===== src/rtl/cpu_pkg.sv =====
// Shared CPU definitions: condition codes and flag bit positions.
// Used by the execute stage and the decoder.
package cpu_pkg;

    localparam int unsigned FLAGS_W = 4;
    localparam int unsigned COND_W  = 4;

    // Bit positions inside the {N,Z,C,V} flags vector
    localparam int unsigned F_N = 3;
    localparam int unsigned F_Z = 2;
    localparam int unsigned F_C = 1;
    localparam int unsigned F_V = 0;

    typedef enum logic [COND_W-1:0] {
        EQ = 4'd0,
        NE = 4'd1,
        CS = 4'd2,
        CC = 4'd3,
        MI = 4'd4,
        PL = 4'd5,
        VS = 4'd6,
        VC = 4'd7,
        HI = 4'd8,
        LS = 4'd9,
        GE = 4'd10,
        LT = 4'd11,
        GT = 4'd12,
        LE = 4'd13,
        AL = 4'd14,
        NV = 4'd15
    } cond_e;

endpackage


===== src/rtl/etapa_ex_banderas_if.sv =====
// Execute-stage bus: upstream ALU handshake, downstream writeback handshake and stage status.
interface etapa_ex_banderas_if #(
    parameter int unsigned n  = 4,
    parameter int unsigned RW = 4,
    parameter int unsigned CW = 8
);
    import cpu_pkg::*;

    logic                 valid_in;
    logic                 ready_in;
    logic [n-1:0]         resultado;
    logic [FLAGS_W-1:0]   banderas;
    logic [RW-1:0]        rd;
    logic                 we;
    logic                 set_flags;
    logic [COND_W-1:0]    cond;
    logic                 flush;
    logic                 valid_out;
    logic                 ready_out;
    logic [n-1:0]         resultado_q;
    logic [RW-1:0]        rd_q;
    logic                 we_q;
    logic [FLAGS_W-1:0]   banderas_q;
    logic [CW-1:0]        anuladas;

    // Stage side
    modport slave (
        input  valid_in, resultado, banderas, rd, we, set_flags, cond, flush, ready_out,
        output ready_in, valid_out, resultado_q, rd_q, we_q, banderas_q, anuladas
    );

    // Upstream/downstream side
    modport master (
        output valid_in, resultado, banderas, rd, we, set_flags, cond, flush, ready_out,
        input  ready_in, valid_out, resultado_q, rd_q, we_q, banderas_q, anuladas
    );

endinterface


===== src/rtl/etapa_ex_banderas_eval_condicion.sv =====
// Combinational condition-code evaluation against the architectural flags.
module eval_condicion
    import cpu_pkg::*;
(
    input  logic [COND_W-1:0]  cond,
    input  logic [FLAGS_W-1:0] banderas_q,
    output logic               pass_c
);

    logic n_f, z_f, c_f, v_f;

    assign n_f = banderas_q[F_N];
    assign z_f = banderas_q[F_Z];
    assign c_f = banderas_q[F_C];
    assign v_f = banderas_q[F_V];

    always_comb begin
        pass_c = 1'b0;
        case (cond_e'(cond))
            EQ: pass_c = z_f;
            NE: pass_c = !z_f;
            CS: pass_c = c_f;
            CC: pass_c = !c_f;
            MI: pass_c = n_f;
            PL: pass_c = !n_f;
            VS: pass_c = v_f;
            VC: pass_c = !v_f;
            HI: pass_c = c_f && !z_f;
            LS: pass_c = !c_f || z_f;
            GE: pass_c = (n_f == v_f);
            LT: pass_c = (n_f != v_f);
            GT: pass_c = !z_f && (n_f == v_f);
            LE: pass_c = z_f || (n_f != v_f);
            AL: pass_c = 1'b1;
            NV: pass_c = 1'b0;
            default: pass_c = 1'b0;
        endcase
    end

endmodule


===== src/rtl/etapa_ex_banderas.sv =====
// Execute-to-writeback stage: captures ALU result/flags, holds the flags register,
// predicates each instruction on its condition code and counts annulled instructions.
module etapa_ex_banderas
    import cpu_pkg::*;
#(
    parameter int unsigned n  = 4,
    parameter int unsigned RW = 4,
    parameter int unsigned CW = 8
) (
    input logic                clk,
    input logic                rst,
    etapa_ex_banderas_if.slave bus
);

    logic                 valid_q,     valid_d;
    logic [n-1:0]         resultado_q, resultado_d;
    logic [RW-1:0]        rd_q,        rd_d;
    logic                 we_q,        we_d;
    logic [FLAGS_W-1:0]   banderas_q,  banderas_d;
    logic [CW-1:0]        anuladas_q,  anuladas_d;

    logic ready_in_c;
    logic fire_in_c;
    logic fire_out_c;
    logic pass_c;

    eval_condicion u_eval_condicion (
        .cond       (bus.cond),
        .banderas_q (banderas_q),
        .pass_c     (pass_c)
    );

    assign ready_in_c = !valid_q || bus.ready_out;
    assign fire_in_c  = bus.valid_in && ready_in_c;
    assign fire_out_c = valid_q && bus.ready_out;

    // Next-state: flush discards both the held and the incoming instruction
    always_comb begin
        valid_d     = valid_q;
        resultado_d = resultado_q;
        rd_d        = rd_q;
        we_d        = we_q;
        banderas_d  = banderas_q;
        anuladas_d  = anuladas_q;

        if (bus.flush) begin
            valid_d = 1'b0;
        end else if (fire_in_c) begin
            valid_d     = 1'b1;
            resultado_d = bus.resultado;
            rd_d        = bus.rd;
            we_d        = bus.we && pass_c;
            if (bus.set_flags && pass_c) begin
                banderas_d = bus.banderas;
            end
            if (!pass_c && (anuladas_q != {CW{1'b1}})) begin
                anuladas_d = anuladas_q + CW'(1);
            end
        end else if (fire_out_c) begin
            valid_d = 1'b0;
        end
    end

    always_ff @(posedge clk) begin
        if (rst) begin
            valid_q     <= 1'b0;
            resultado_q <= '0;
            rd_q        <= '0;
            we_q        <= 1'b0;
            banderas_q  <= '0;
            anuladas_q  <= '0;
        end else begin
            valid_q     <= valid_d;
            resultado_q <= resultado_d;
            rd_q        <= rd_d;
            we_q        <= we_d;
            banderas_q  <= banderas_d;
            anuladas_q  <= anuladas_d;
        end
    end

    assign bus.ready_in    = ready_in_c;
    assign bus.valid_out   = valid_q;
    assign bus.resultado_q = resultado_q;
    assign bus.rd_q        = rd_q;
    assign bus.we_q        = we_q;
    assign bus.banderas_q  = banderas_q;
    assign bus.anuladas    = anuladas_q;

endmodule


===== src/flat_wrapper.sv =====
// flat-port wrapper written by rule: the top's interface ports become plain ports
module etapa_ex_banderas_flat import cpu_pkg::*;
#(
    parameter int unsigned n  = 4,
    parameter int unsigned RW = 4,
    parameter int unsigned CW = 8
)
  (clk, rst, bus_valid_in, bus_resultado, bus_banderas, bus_rd, bus_we, bus_set_flags, bus_cond, bus_flush, bus_ready_out, bus_ready_in, bus_valid_out, bus_resultado_q, bus_rd_q, bus_we_q, bus_banderas_q, bus_anuladas);
  etapa_ex_banderas_if #(.n(n), .RW(RW), .CW(CW)) bus_i ();
  input logic clk;
  input logic rst;
  input wire logic [$bits(bus_i.valid_in)-1:0] bus_valid_in;
  input wire logic [$bits(bus_i.resultado)-1:0] bus_resultado;
  input wire logic [$bits(bus_i.banderas)-1:0] bus_banderas;
  input wire logic [$bits(bus_i.rd)-1:0] bus_rd;
  input wire logic [$bits(bus_i.we)-1:0] bus_we;
  input wire logic [$bits(bus_i.set_flags)-1:0] bus_set_flags;
  input wire logic [$bits(bus_i.cond)-1:0] bus_cond;
  input wire logic [$bits(bus_i.flush)-1:0] bus_flush;
  input wire logic [$bits(bus_i.ready_out)-1:0] bus_ready_out;
  output wire logic [$bits(bus_i.ready_in)-1:0] bus_ready_in;
  output wire logic [$bits(bus_i.valid_out)-1:0] bus_valid_out;
  output wire logic [$bits(bus_i.resultado_q)-1:0] bus_resultado_q;
  output wire logic [$bits(bus_i.rd_q)-1:0] bus_rd_q;
  output wire logic [$bits(bus_i.we_q)-1:0] bus_we_q;
  output wire logic [$bits(bus_i.banderas_q)-1:0] bus_banderas_q;
  output wire logic [$bits(bus_i.anuladas)-1:0] bus_anuladas;
  assign bus_i.valid_in = bus_valid_in;
  assign bus_i.resultado = bus_resultado;
  assign bus_i.banderas = bus_banderas;
  assign bus_i.rd = bus_rd;
  assign bus_i.we = bus_we;
  assign bus_i.set_flags = bus_set_flags;
  assign bus_i.cond = bus_cond;
  assign bus_i.flush = bus_flush;
  assign bus_i.ready_out = bus_ready_out;
  assign bus_ready_in = bus_i.ready_in;
  assign bus_valid_out = bus_i.valid_out;
  assign bus_resultado_q = bus_i.resultado_q;
  assign bus_rd_q = bus_i.rd_q;
  assign bus_we_q = bus_i.we_q;
  assign bus_banderas_q = bus_i.banderas_q;
  assign bus_anuladas = bus_i.anuladas;
  etapa_ex_banderas #(.n(n), .RW(RW), .CW(CW)) u_core (.clk(clk), .rst(rst), .bus(bus_i));
endmodule

===== config.mk =====
export PLATFORM = sky130hd
export DESIGN_NAME = etapa_ex_banderas_flat
export DESIGN_NICKNAME = d
export VERILOG_FILES = /design/src/rtl/cpu_pkg.sv /design/src/rtl/etapa_ex_banderas_if.sv /design/src/rtl/etapa_ex_banderas_eval_condicion.sv /design/src/rtl/etapa_ex_banderas.sv /design/src/flat_wrapper.sv
export SDC_FILE = /design/constraint.sdc
export NUM_CORES = 1
export LEC_CHECK = 0
export ABC_AREA = 1
export CELL_PAD_IN_SITES_DETAIL_PLACEMENT = 2
export CELL_PAD_IN_SITES_GLOBAL_PLACEMENT = 2
export CORE_MARGIN = 8
export CORE_UTILIZATION = 27
export DETAILED_ROUTE_END_ITERATION = 16
export DONT_BUFFER_PORTS = 1
export GPL_TIMING_DRIVEN = 0
export HOLD_SLACK_MARGIN = 0.06
export PLACE_DENSITY = 0.75
export RECOVER_POWER = 50
export SETUP_SLACK_MARGIN = 0.2
export SYNTH_ARGS = -nofsm -noshare
export SYNTH_HDL_FRONTEND = slang
export SYNTH_SLANG_ARGS = --single-unit

===== constraint.sdc =====
create_clock -name clk -period 1.3 [get_ports clk]
set_input_delay 0.195 -clock clk [delete_from_list [all_inputs] [get_ports clk]]
set_output_delay 0.195 -clock clk [all_outputs]
set_load 0.03 [all_outputs]

Word-level counts from Yosys, hierarchy flattened --
Index checks and enable logic that the tools add are counted.
Operators by class: $add $sub $neg 1, $mul 0, divide/modulo/power cells 0, magnitude comparators 0, equality and inequality tests 18, shift operators 0, mux-type cells 3, bitwise operators 1, reduce and logical (&&, ||, !) cells 22
Operators with widths (number):
- == test 4 bit, second input constant | 8
- == test 4 x 3 -> 1 bit, second input constant | 4
- one-hot mux 1 bit (16 select lines) | 1
- adder 8 x 1 -> 8 bit, second input constant | 1
- == test 4 x 2 -> 1 bit, second input constant | 2
- != test 8 bit, second input constant | 1
- logical AND 1 bit | 7
- zero test 1 bit | 6
- AND reduction 3 bit | 2
- == test 4 x 1 -> 1 bit, second input constant | 1
- zero test 4 bit | 1
- logical OR 1 bit | 3
- two-way mux 1 bit | 2
- AND reduction 2 bit | 1
- nonzero test 2 bit | 1
- OR reduction 2 bit | 1
- == test 1 bit | 1
- != test 1 bit | 1
- inverter 1 bit | 1
Word-level totals: register bits 22, latch bits 0, memory bits (writable) 0, memory bits (read-only) 0, input bits 23, output and inout port bits 23, word-level logic and storage cells 51, memories 0

Longest topological paths before layout --
depth after elaboration 6, depth in mapped cells 13

Modules after synthesis --
From an unflattened synthesis, not the netlist that was laid out.
Second synthesis, totals: cells, all modules 181, area, all modules 1318.8 sq um
By module, submodules not included:
- etapa_ex_banderas | times used 1, cells an instance 136, area each 1113.6 sq um, seq. area each 440.4 sq um
- eval_condicion | times used 1, cells an instance 45, area each 205.2 sq um, seq. area each 0.0 sq um

Worst setup path before layout --
OpenSTA, ideal clock, no wires.
path kind reg-to-reg, from reg u_core.valid_q, in the netlist u_core.bus.valid_out, to reg u_core.anuladas_q[6], in the netlist u_core.bus.anuladas[6], library setup time 122 ps, arrival 1555 ps, data required time 1178 ps, path slack -377 ps, stages on the path, launching flop included 9, buffers on the path 0, period minus slack after synthesis 1677 ps, cells stage by stage dfxtp_1 > nand2_1 > nand2_1 > nor2_1 > inv_2 > a31oi_4 > nand2_4 > nand2_1 > a21oi_2
On the way: longest elaborated chain between the ends 4
RTL lines:
- start: declaration | line etapa_ex_banderas.sv:15 | logic valid_q, valid_d;
- start signal: assignment | line etapa_ex_banderas.sv:73 | valid_q <= valid_d;
- zero test 1 bit | line etapa_ex_banderas.sv:33 | assign ready_in_c = !valid_q || bus.ready_out;
- logical OR 1 bit | line etapa_ex_banderas.sv:33
- named net bus_ready_in | line flat_wrapper.sv:21 | output wire logic [$bits(bus_i.ready_in)-1:0] bus_ready_in;
- logical AND 1 bit | line etapa_ex_banderas.sv:34 | assign fire_in_c = bus.valid_in && ready_in_c;
- AND reduction 3 bit (no source line)
- end signal: assignment | line etapa_ex_banderas.sv:78 | anuladas_q <= anuladas_d;
- end: declaration | line etapa_ex_banderas.sv:20 | logic [CW-1:0] anuladas_q, anuladas_d;
The timed path passes the listed nets, and every way through them passes these cells. A chain may end at the register's enable or synchronous reset.

Worst setup path after layout --
from reg u_core.banderas_q[3], in the netlist u_core.bus.banderas_q[3], to reg u_core.anuladas_q[2], in the netlist u_core.bus.anuladas[2]
On the way: longest elaborated chain between the ends 6
RTL lines:
- start: declaration | line etapa_ex_banderas.sv:19 | logic [FLAGS_W-1:0] banderas_q, banderas_d;
- start signal: assignment | line etapa_ex_banderas.sv:77 | banderas_q <= banderas_d;
- != test 1 bit or == test 1 bit (tied branches)
- logical OR 1 bit or logical AND 1 bit (tied branches) | line etapa_ex_banderas_eval_condicion.sv:33, etapa_ex_banderas_eval_condicion.sv:32
- one-hot mux 1 bit (16 select lines) (*) | line etapa_ex_banderas_eval_condicion.sv:19 | case (cond_e'(cond))
- zero test 1 bit (*) | line etapa_ex_banderas.sv:56 | if (!pass_c && (anuladas_q != {CW{1'b1}})) begin
- logical AND 1 bit (*) | line etapa_ex_banderas.sv:56
- AND reduction 3 bit (no source line) (*)
Mark *: on every way between the ends. The rest lies on a longest branch, timed or not.

==> reports/qor.yml <==
worst_setup_path:
  crit_start: "u_core.bus.banderas_q[3]"
  cp-end-kind: "register"
  r2r_cells: 13
  path_class: "reg2reg"
  critPathLaunchType: "register"
  crit_fanout: 7
  required_ps: 1450
  crit_arrival_ps: 1700
  r2r_start: "u_core.bus.banderas_q[3]"
synth:
  yosysTopAreaCell: "dfxtp_1"
  syn-cell-area_um2: 1200
  synth.avg_cell_area_um2: 7.21
  yosys-top-cells-area: "dfxtp_1 (37%), nand2_1 (12%), nor2_1 (10%)"
  ys_seq_area_share_pct: 36.6
  ys_seq_elements: 22
  synthesis.nets: 191
  synth_top_area_share_pct: 36.6
  ys_types: 27
  synth_ff_type: "dfxtp_1"
  synth_warnings: 0
  synth-edff-count: 0
  syn_inst: 167
  async_flop_share_pct: 0
pwr:
  leakage_nw: 0.655
  p_sw_mw: 0.502
  p_comb_share_pct: 17.5
  power_density_nw_per_um2: 1030
  finalPower_mw: 1.73
  power_switching_share_pct: 29.0
  clkPwrFrac_pct: 37.1
  p_int_mw: 1.23
  vdd.ir_drop.worst_uv: 408
  pwr-share-seq_pct: 45.4
die:
  core_um2: 4320
  die_y_um: 82.8
  die_area_um2: 6850
  io_pins: 46
  initial_core_util_pct: 27.8
  fp.dieW_um: 82.8
  rows: 24
placement:
  place_area_um2: 1310
  globalplace.congestion: 0.774
  hpwl_um: 3040
  io_buffers: 0
sta:
  period_share_pct: 120
  slew_viol_final: 0
  setup_ws_ps: -254
  max_freq_mhz: 643
  worst_pin_slew_ps: 519
  fin_skew_ps: 4.91
  rsz0062_at_grt: "yes"
  relSlewSlack_pct: 65.4
  report.final.hold_viol_count: 0
  finalSetupViolCount: 13
  layout_min_cycle_time_ps: 1550
final_layout:
  layout-area-overhead-vs-synth_pct: 39.1
  drive_above_1_share_pct: 44.5
  fin_area_um2: 1670
  fin_nets: 207
  antennaDiodeCount: 0
routing:
  remaining_drc_errors: 0
  antenna_left: 0
  vias_per_cell: 5.02
  drt_iter0_drc: 10
  drtPass1Iterations: 2
  vias: 1175
  avgRoutedWirePerCell_um: 17.9
  routed_wl_um: 4190
clocking:
  tritoncts: "yes"
  cts_root_buf: "clkbuf_8"
  cts.reportedPaths.clkPinSlew_ps: 80
  cts_sinks: 22
  clockBufferDepth: 2
  cts_made_buffers: 3
  clk_latency_ps: 260
  cts_max_level: 1
flow_run:
  maxCapViolations: 0
grt:
  grt_max_degree: 14
  first_global_vias: 1374
  antenna_found_initial: 0
  grt_pass1_wl_um: 6730
  grt_overflow: 0
  grt_usage_pct: 12.7
worst_hold_path:
  hp-class: "in2reg"
  whs_path_depth: 2
  min-delay-start: "bus_banderas[3]"
status:
  status: "complete, but fails checks"
  violations: "negative setup slack"
## power groups by stage
stage | Sequential, mW | Clock (mW) | Combinational (mW)
final | 0.786 | 0.643 | 0.303
after global routing | 0.791 | 0.693 | 0.333
after CTS | 0.784 | 0.665 | 0.285
after detailed placement | 0.798 | 0 | 0.211
after global placement | 0.796 | 0 | 0.197
after floorplan | 0.786 | 0 | 0.168
## cells in the final DEF (no fill, tap or decap), types with 2 or more instances in the layout
| cell type | synthesis | layout |
|---|---|---|
| inv_1 | 6 | 5 |
| inv_2 | 3 | 2 |
| buf_4 | 0 | 5 |
| dfxtp_2 | 0 | 6 |
| dfxtp_1 | 22 | 9 |
| xnor2_1 | 3 | 3 |
| o21ai_2 | 0 | 8 |
| dfxtp_4 | 0 | 7 |
| nand2_8 | 2 | 4 |
| nand2_4 | 1 | 5 |
| nand3_1 | 15 | 12 |
| a21oi_2 | 6 | 6 |
| nor2_1 | 33 | 28 |
| dlygate4sd3_1 | 0 | 2 |
| inv_4 | 1 | 4 |
| xor2_1 | 3 | 3 |
| a21oi_1 | 5 | 5 |
| nand2_2 | 3 | 11 |
| o21ai_1 | 2 | 3 |
| clkbuf_8 | 0 | 3 |
| nand2_1 | 39 | 26 |
| buf_8 | 0 | 2 |
| nor2_2 | 0 | 2 |
| nor2_4 | 0 | 3 |
| nand3_2 | 2 | 5 |
## timing repair
item                                    in CTS  in global routing
endpoints found under the setup margin      22                 21
endpoints found under the hold margin        2                  0
hold buffers                                 2                  0
pin swaps                                   10                 14
gates resized for setup                     40                 22
buffers inserted                             6                  1
gates cloned                                 2                  0
## path summary, 6_finish.rpt
kind	to	slack, ps
hold / removal	u_core.bus.banderas_q[3]	50
setup reg to reg	u_core.bus.anuladas[2]	-250
hold reg to reg	u_core.bus.anuladas[1]	560
setup / recovery	u_core.bus.anuladas[2]	-250
## synthesized netlist by cell type (2+ instances only)
master    instances
nand2_1          39
nor2_1           33
dfxtp_1          22
nand3_1          15
o21ai_0          10
a21oi_2           6
inv_1             6
a21oi_1           5
inv_2             3
nand2_2           3
xnor2_1           3
xor2_1            3
clkbuf_1          2
nand2_8           2
nand3_2           2
o21ai_1           2
## layout make-up
| cell class | instances | area (um^2) |
|---|---|---|
| buffer | 3 | 23.8 |
| clock buffer | 3 | 41.3 |
| clock inverter | 1 | 30.0 |
| fill | 513 | 2650 |
| inverter | 11 | 51.3 |
| multi-input combinational | 132 | 885 |
| sequential | 22 | 474 |
| tap | 52 | 65.1 |
| timing repair buffer | 10 | 104 |
## logic make-up (layout without fill, tap and decap cells)
family	after synthesis	in the layout	synth area share, %
fa+ha+maj	1	1	1.04
flops	22	22	36.6
simple gates	99	100	39.5
xor+xnor	6	6	4.37
compound gates	25	25	13.8
buf+inv	14	28	4.68
## critical path, stage by stage, from the launching register on
cell	delay [ps]
dfxtp_4	450
inv_4	60
nand2_2	80
nand2_2	60
nand2_1	60
nand2_1	60
nand2_1	80
nand3_2	100
nand2_4	90
nand2_8	80
nand2_8	100
nand2_8	90
nand2_1	80
a21oi_2	50
## stage by stage
step                hold WS (ps)  util, %  TNS, ps  std cells  setup WS (ps)
global route                64.8     38.7    -4190        234           -357
finish                      52.4     38.7    -2890        234           -254
global placement             265     30.3    -2640        219           -253
floorplan                    264        -    -1050        167           -117
CTS                         64.0     37.0    -3130        233           -263
detailed placement           269     30.3    -3590        219           -340
## routing by layer
metal | part of all wire (%) | track usage (%)
met5 | 0 | 0
met4 | 1.6 | 4.83
met3 | 7.2 | 3.99
met2 | 55 | 24.5
met1 | 36 | 12.3
## state kept, by name (all words and copies together), names as in the netlist
| signal | cells |
|---|---|
| u_core.bus.valid_out | 1 |
| u_core.bus.resultado_q | 4 |
| u_core.bus.banderas_q | 4 |
| u_core.bus.rd_q | 4 |
| u_core.bus.anuladas | 8 |
| u_core.bus.we_q | 1 |
No activity file was read; power rests on OpenSTA's default activity.
